`config.mk`:
```
export PLATFORM = sky130hd
export DESIGN_NAME = add_logic_unit_flat
export DESIGN_NICKNAME = d
export VERILOG_FILES = /design/src/rtl/add_logic_unit_if.sv /design/src/rtl/add_logic_unit.sv /design/src/flat_wrapper.sv
export SDC_FILE = /design/constraint.sdc
export NUM_CORES = 1
export LEC_CHECK = 0
export ABC_AREA = 1
export BUFFER_PORTS_ARGS = -buffer_cell sky130_fd_sc_hd__buf_4
export CAP_MARGIN = 30
export CORE_AREA = 2 2 73 75
export CTS_CLUSTER_SIZE = 20
export DETAILED_ROUTE_END_ITERATION = 7
export DIE_AREA = 0 0 75 77
export GPL_TIMING_DRIVEN = 1
export PLACE_DENSITY = 0.78
export SYNTH_ARGS = -nofsm -noshare
export SYNTH_HDL_FRONTEND = slang
export SYNTH_SLANG_ARGS = --single-unit
```
`constraint.sdc`:
```
create_clock -name clk -period 1.66 [get_ports clk]
set_input_delay 0.498 -clock clk [delete_from_list [all_inputs] [get_ports clk]]
set_output_delay 0.498 -clock clk [all_outputs]
set_load 0.005 [all_outputs]
```
`src/rtl/add_logic_unit_if.sv`:
```
// Request/result bundle for add_logic_unit.
//   master : drives in_valid, op, reg1, reg2; observes dest_reg, flag, out_valid
//   slave  : the ALU slice; observes the request, drives the registered result
// Signals:
//   in_valid  1      operation request this cycle
//   op        2      00 ADD, 01 AND, 10 OR, 11 reserved (NOP)
//   reg1/reg2 WIDTH  operands A/B
//   dest_reg  WIDTH  registered result
//   flag      4      registered flags {N,Z,C,V}
//   out_valid 1      dest_reg updated by the previous-cycle request
interface add_logic_unit_if #(
  parameter int unsigned WIDTH = 16
);
  logic             in_valid;
  logic [1:0]       op;
  logic [WIDTH-1:0] reg1;
  logic [WIDTH-1:0] reg2;
  logic [WIDTH-1:0] dest_reg;
  logic [3:0]       flag;
  logic             out_valid;

  modport master (
    output in_valid, op, reg1, reg2,
    input  dest_reg, flag, out_valid
  );

  modport slave (
    input  in_valid, op, reg1, reg2,
    output dest_reg, flag, out_valid
  );
endinterface

```
`src/rtl/add_logic_unit.sv`:
```
// add_logic_unit: registered ALU slice executing ADD, AND and OR with NZCV flags.
// One request per cycle, no backpressure, 1-cycle latency.
// Ports:
//   clk    in  system clock, rising edge
//   rst_n  in  asynchronous active-low reset
//   bus    add_logic_unit_if.slave (in_valid, op, reg1, reg2 -> dest_reg, flag, out_valid)
// Build option:
//   ADD_LOGIC_SAT_EN  defined: ADD saturates as signed on overflow (N/Z from the saturated
//                     value, C/V from the raw sum). Undefined: ADD wraps modulo 2^WIDTH.
module add_logic_unit #(
  parameter int unsigned WIDTH = 16
) (
  input logic             clk,
  input logic             rst_n,
  add_logic_unit_if.slave bus
);

  localparam logic [1:0] OpAdd = 2'b00;
  localparam logic [1:0] OpAnd = 2'b01;
  localparam logic [1:0] OpOr  = 2'b10;

  logic [WIDTH-1:0] dest_q, dest_d;
  logic [3:0]       flag_q, flag_d;
  logic             valid_q, valid_d;

  logic [WIDTH:0]   sum_ext;
  logic [WIDTH-1:0] sum;
  logic [WIDTH-1:0] add_res;
  logic             carry;
  logic             ovf;

  always_comb begin
    sum_ext = {1'b0, bus.reg1} + {1'b0, bus.reg2};
    sum     = sum_ext[WIDTH-1:0];
    carry   = sum_ext[WIDTH];
    // Signed overflow: like-signed operands yielding a differently-signed result.
    ovf     = (bus.reg1[WIDTH-1] == bus.reg2[WIDTH-1]) &&
              (sum[WIDTH-1] != bus.reg1[WIDTH-1]);
`ifdef ADD_LOGIC_SAT_EN
    if (ovf) begin
      add_res = bus.reg1[WIDTH-1] ? {1'b1, {(WIDTH-1){1'b0}}} : {1'b0, {(WIDTH-1){1'b1}}};
    end else begin
      add_res = sum;
    end
`else
    add_res = sum;
`endif
  end

  always_comb begin
    dest_d  = dest_q;
    flag_d  = flag_q;
    valid_d = 1'b0;
    if (bus.in_valid) begin
      unique case (bus.op)
        OpAdd: begin
          dest_d  = add_res;
          flag_d  = {add_res[WIDTH-1], (add_res == '0), carry, ovf};
          valid_d = 1'b1;
        end
        OpAnd: begin
          dest_d  = bus.reg1 & bus.reg2;
          valid_d = 1'b1;
        end
        OpOr: begin
          dest_d  = bus.reg1 | bus.reg2;
          valid_d = 1'b1;
        end
        default: begin
          // Reserved op behaves as a NOP: hold result and flags.
          valid_d = 1'b0;
        end
      endcase
    end
  end

  always_ff @(posedge clk or negedge rst_n) begin
    if (!rst_n) begin
      dest_q  <= '0;
      flag_q  <= 4'b0000;
      valid_q <= 1'b0;
    end else begin
      dest_q  <= dest_d;
      flag_q  <= flag_d;
      valid_q <= valid_d;
    end
  end

  assign bus.dest_reg  = dest_q;
  assign bus.flag      = flag_q;
  assign bus.out_valid = valid_q;

endmodule

```
`src/flat_wrapper.sv`:
```
// flat-port wrapper written by rule: the top's interface ports become plain ports
module add_logic_unit_flat 
#(
  parameter int unsigned WIDTH = 16
)
  (clk, rst_n, bus_in_valid, bus_op, bus_reg1, bus_reg2, bus_dest_reg, bus_flag, bus_out_valid);
  add_logic_unit_if #(.WIDTH(WIDTH)) bus_i ();
  input logic clk;
  input logic rst_n;
  input wire logic [$bits(bus_i.in_valid)-1:0] bus_in_valid;
  input wire logic [$bits(bus_i.op)-1:0] bus_op;
  input wire logic [$bits(bus_i.reg1)-1:0] bus_reg1;
  input wire logic [$bits(bus_i.reg2)-1:0] bus_reg2;
  output wire logic [$bits(bus_i.dest_reg)-1:0] bus_dest_reg;
  output wire logic [$bits(bus_i.flag)-1:0] bus_flag;
  output wire logic [$bits(bus_i.out_valid)-1:0] bus_out_valid;
  assign bus_i.in_valid = bus_in_valid;
  assign bus_i.op = bus_op;
  assign bus_i.reg1 = bus_reg1;
  assign bus_i.reg2 = bus_reg2;
  assign bus_dest_reg = bus_i.dest_reg;
  assign bus_flag = bus_i.flag;
  assign bus_out_valid = bus_i.out_valid;
  add_logic_unit #(.WIDTH(WIDTH)) u_core (.clk(clk), .rst_n(rst_n), .bus(bus_i));
endmodule
```
==> Yosys cells after proc, flatten, opt, wreduce, memory -nomap -nowiden <==
Index checks and enable logic that the tools add are counted.
{ "word_totals": {"reg_bits": 21, "inputBits": 37, "word_cells": 20} }
{ "op_classes": {"n_addsub": 1, "n_eq_ne": 4, "n_mux": 3, "n_bitwise": 2, "n_reduce_logical": 7} }
{ "op_table": {"columns": ["operator", "count"], "rows": [
  ["$pmux W16 S3", 1],
  ["$add A16 B16 Y17", 1],
  ["$and A16 B16 Y16", 1],
  ["$logic_not A16 Y1", 1],
  ["$or A16 B16 Y16", 1],
  ["$reduce_and A2 Y1", 2],
  ["$reduce_bool A3 Y1", 1],
  ["$reduce_or A3 Y1", 1],
  ["$eq A2 B1 Y1 const B", 1],
  ["$eq A2 B2 Y1 const B", 1],
  ["$logic_not A2 Y1", 1],
  ["$mux W1", 2],
  ["$eq A1 B1 Y1", 1],
  ["$logic_and A1 B1 Y1", 1],
  ["$ne A1 B1 Y1", 1]
]} }

==> Logic depth before layout (Yosys ltp) <==
{ "logic_depth": {"depth_word": 4, "ltp_mapped": 15, "ltp_nobuf": 15} }

==> Least setup slack after synthesis <==
No wires, ideal clock.
{ "synth_path": {"kind": "input -> register", "from": "in bus_reg2[0]", "to": "reg u_core.flag_q[2], in the netlist u_core.bus.flag[2]", "setup_ns": 0.121, "arrival_ns": 1.894, "required_time_ns": 1.539, "path_slack_ns": -0.355, "cell_stages": 15, "path_buffers": 0, "path_cell_list": "ha_1 -> inv_1 -> fa_1 -> inv_1 -> nand2_1 -> nand2_1 -> nand3_1 -> nand2_1 -> nand2_1 -> nand2_1 -> nand2_1 -> nand2_1 -> nor2_1 -> nand2_1 -> o21ai_1"} }
{ "synth_via": {"elab_chain_cells": 2} }
{ "synth_lines": {"columns": ["item", "line_no", "source"], "rows": [
  ["start, declared", "flat_wrapper.sv:13", "input wire logic [$bits(bus_i.reg2)-1:0] bus_reg2;"],
  ["$add A16 B16 Y17", "add_logic_unit.sv:33", "sum_ext = {1'b0, bus.reg1} + {1'b0, bus.reg2};"],
  ["$logic_not A16 Y1", "add_logic_unit.sv:58", "flag_d = {add_res[WIDTH-1], (add_res == '0), carry, ovf};"],
  ["end signal, assigned", "add_logic_unit.sv:84", "flag_q <= flag_d;"],
  ["end, declared", "add_logic_unit.sv:23", "logic [3:0] flag_q, flag_d;"]
]} }
Every way passes these cells.
A chain may end at the register's enable or synchronous reset.

==> Worst setup path in the final report <==
Ends and elaborated chain as after synthesis.

==> results.toml <==
[status]
outcome = "finished with violations"
violations = "setup timing"

[critical_path]
crit_top_cell = "nor2_1"
slowest_stage = "fa_2"
cp_num_buf_inv = 3
crit_family = "simple AND/OR/NAND/NOR gates"
path_max_fanout = 2
required_ns = 1.85
cp-start-kind = "primary input"
worstPathCellList = "buf_8, ha_4, inv_4, fa_2, inv_2, nor2_1, nand2_1, nor2_1, nand3_1, nor2_1, nand3_1, nor2_1, nand3_1, o21ai_1"
slowest_delay_ns = 0.52
critPathKind = "primary input to flop"
worst_setup_path_end_kind = "flop"
ff2ff_setup_slack_ns = 0.85
crit_arrival_ns = 2.09

[final_layout]
drive_above_1_share_pct = 39.9
fillCellCount = 365
areaGrowthSynthToFinish_pct = 53.6
largest_reg_flops = 16
n_antenna_cell = 0
stdcell_area_mm2 = 0.00403
nNetsFinal = 594

[logic_synthesis]
synth_area_leaders = "dfrtp_1, ha_1, nand2_1"
synth-simple-area-share_pct = 33.7
synth_top_family_by_area = "simple AND/OR/NAND/NOR gates"
synthAdderAreaFrac_pct = 17.9
synth_compound_area_share_pct = 12.8
synth_xor_area_share_pct = 1.00
syn_area_per_cell_um2 = 6.33
synth_top_area_share_pct = 20.0
synth_largest_area_cell = "dfrtp_1"
synth.distinct_cells = 32
yosysSeqAreaShare_pct = 20.0
synth_area_mm2 = 0.00262
synthMuxAreaShare_pct = 0
synth_nets = 488
yosys_warnings = 0
synth_seq_cells = 21
synthCells = 414

[grt]
grt_pass1_vias = 2854
grt_max_degree = 22
antenna_found_initial = 0
grt_pass1_wl_um = 12700
grt-ovfl-total = 0
grt.total_usage_pct = 27.7

[cts]
numClockSinks = 21
clk_latency_ns = 0.26
cts_tree = "done"
cts_buffers = 3
hold_buffers = 0
clk_pin_slew_ns = 0.07
cts_buffer_depth = 2
cts-root-buf = "clkbuf_8"
cts.htree.levels = 1

[sta]
worst_slack_ns = -0.241
rsz0062_at_grt = "yes"
fin_crit_ns = 1.90
setup-violations-final = 10
tightest_slew_ns = 0.449
setup_tns_ns = -0.723
skew_ns = 0
slew_viol_final = 0
max_freq_mhz = 526
hold_viol_final = 0
slew_headroom_pct = 70.0
timing.final.crit_share_pct = 115

[floorplanning]
die_h_um = 77
fp.coreArea_mm2 = 0.00498
pin_count = 58
initial_core_util_pct = 52.7
dieArea_mm2 = 0.00578
die_x_um = 75
fp-row-count = 26

[routing]
wl_um = 7960
wire_per_inst_um = 13.5
drt.antenna.violating_nets = 0
drtIter0Drc = 204
drt-pass1-iter-count = 5
viasPerCell = 5.09
drc = 0
vias = 3000

[place]
dpl.hpwl_um = 6380
gp_congestion = 0.894
placed_area_mm2 = 0.00364
post-place-ws_ns = -0.495
port-buffer-count = 57

[power]
p_per_area_mw_per_mm2 = 563
peakVddDrop_v = 0.000300
p_leak_nw = 2.18
finalPower_mw = 2.26

[job]
maxCapViolations = 0

[worst_hold_path]
hold_path.class = "primary input to async pin"
## power by group
group	switching [mW]	internal, mW	total (mW)
Combinational	0.677	0.607	1.28
Clock	0.156	0.171	0.328
Sequential	0.0532	0.599	0.653
Total	0.887	1.38	2.26
## placed cells by master, fill, tap and decap left out, types with 4 or more instances in the layout
cell type  netlist  routed
nand4_1          5       5
o22ai_1         12      11
nand3_4          1       6
inv_1           89      82
ha_4             0      15
a21oi_2          2       6
o21ai_0         29      19
nand3_1         19      10
inv_2            1       6
dfrtp_1         21      21
nand2_1        112      93
ha_1            36      21
nand2_2         13      26
a21oi_1          9       5
nor2_2           7      10
nand2_4          1       7
nor2_1          29      26
nand3_2          3       7
buf_6            1       4
o21ai_1          3      13
buf_4            0     102
## synth_stat cells, drive strengths merged
cell    count
xor2        3
o221ai      1
clkbuf      5
and2        3
fa          1
a21oi      12
o21ai      32
ha         36
nand3b      1
nand3      23
inv        90
dfrtp      21
buf         3
o22ai      12
o211ai      1
nand2     126
nor3        1
a31oi       1
nand4       5
nor2       37
## kinds of logic (layout without fill, tap and decap cells)
group	count (synthesis)	after routing
AOI/OAI and AO/OA	59	59
xor gates and xnor gates	3	3
adders and majority gates	37	37
buffers and inverters	98	203
DFF	21	21
and+or+nand+nor	196	196
## per-layer routing
metal | track usage (%) | up-vias | part of all wire, %
met5 | 0 | - | 0
met4 | 9.64 | 0 | 3.5
met3 | 3.15 | 25 | 5.0
met2 | 47.5 | 119 | 50
met1 | 34.9 | 1371 | 42
li1 | - | 1485 | -
## stage by stage
stage               std cells  utilization (%)  hold slack (ns)
CTS                       589             77.6            0.117
detailed placement        574             73.1            0.390
global route              589             80.9            0.120
finish                    589             80.9            0.105
global placement          574             73.1            0.386
floorplan                 414                -            0.202
## final cells by class
type                            count  area, um2  area share (%)
Sequential cell                    21        526            13.1
Inverter                           90        353            8.77
Multi-Input combinational cell    295       2150            53.4
Tap cell                           70       87.6            2.18
Timing Repair Buffer              109        866            21.5
Clock buffer                        4       45.0            1.12
## final timing paths
| path | startpoint | to | cells past startpoint |
|---|---|---|---|
| setup / recovery | bus_reg2[0] | u_core.bus.flag[2] | 14 |
| hold / removal | rst_n | u_core.bus.dest_reg[1] | 1 |
| setup reg to reg | u_core.bus.flag[3] | u_core.bus.flag[3] | 2 |
| hold reg to reg | u_core.bus.dest_reg[9] | u_core.bus.dest_reg[9] | 2 |
| max in group asynchronous | rst_n | u_core.bus.dest_reg[10] | 1 |
| min in group clk | u_core.bus.dest_reg[9] | u_core.bus.dest_reg[9] | 2 |
## timing repair
action                     CTS  global route
setup buffers               11             3
setup endpoints to repair   12            17
gates resized for setup     29            41
pin swaps                   13            22
Note: power is estimated with default switching activity, not from simulation.
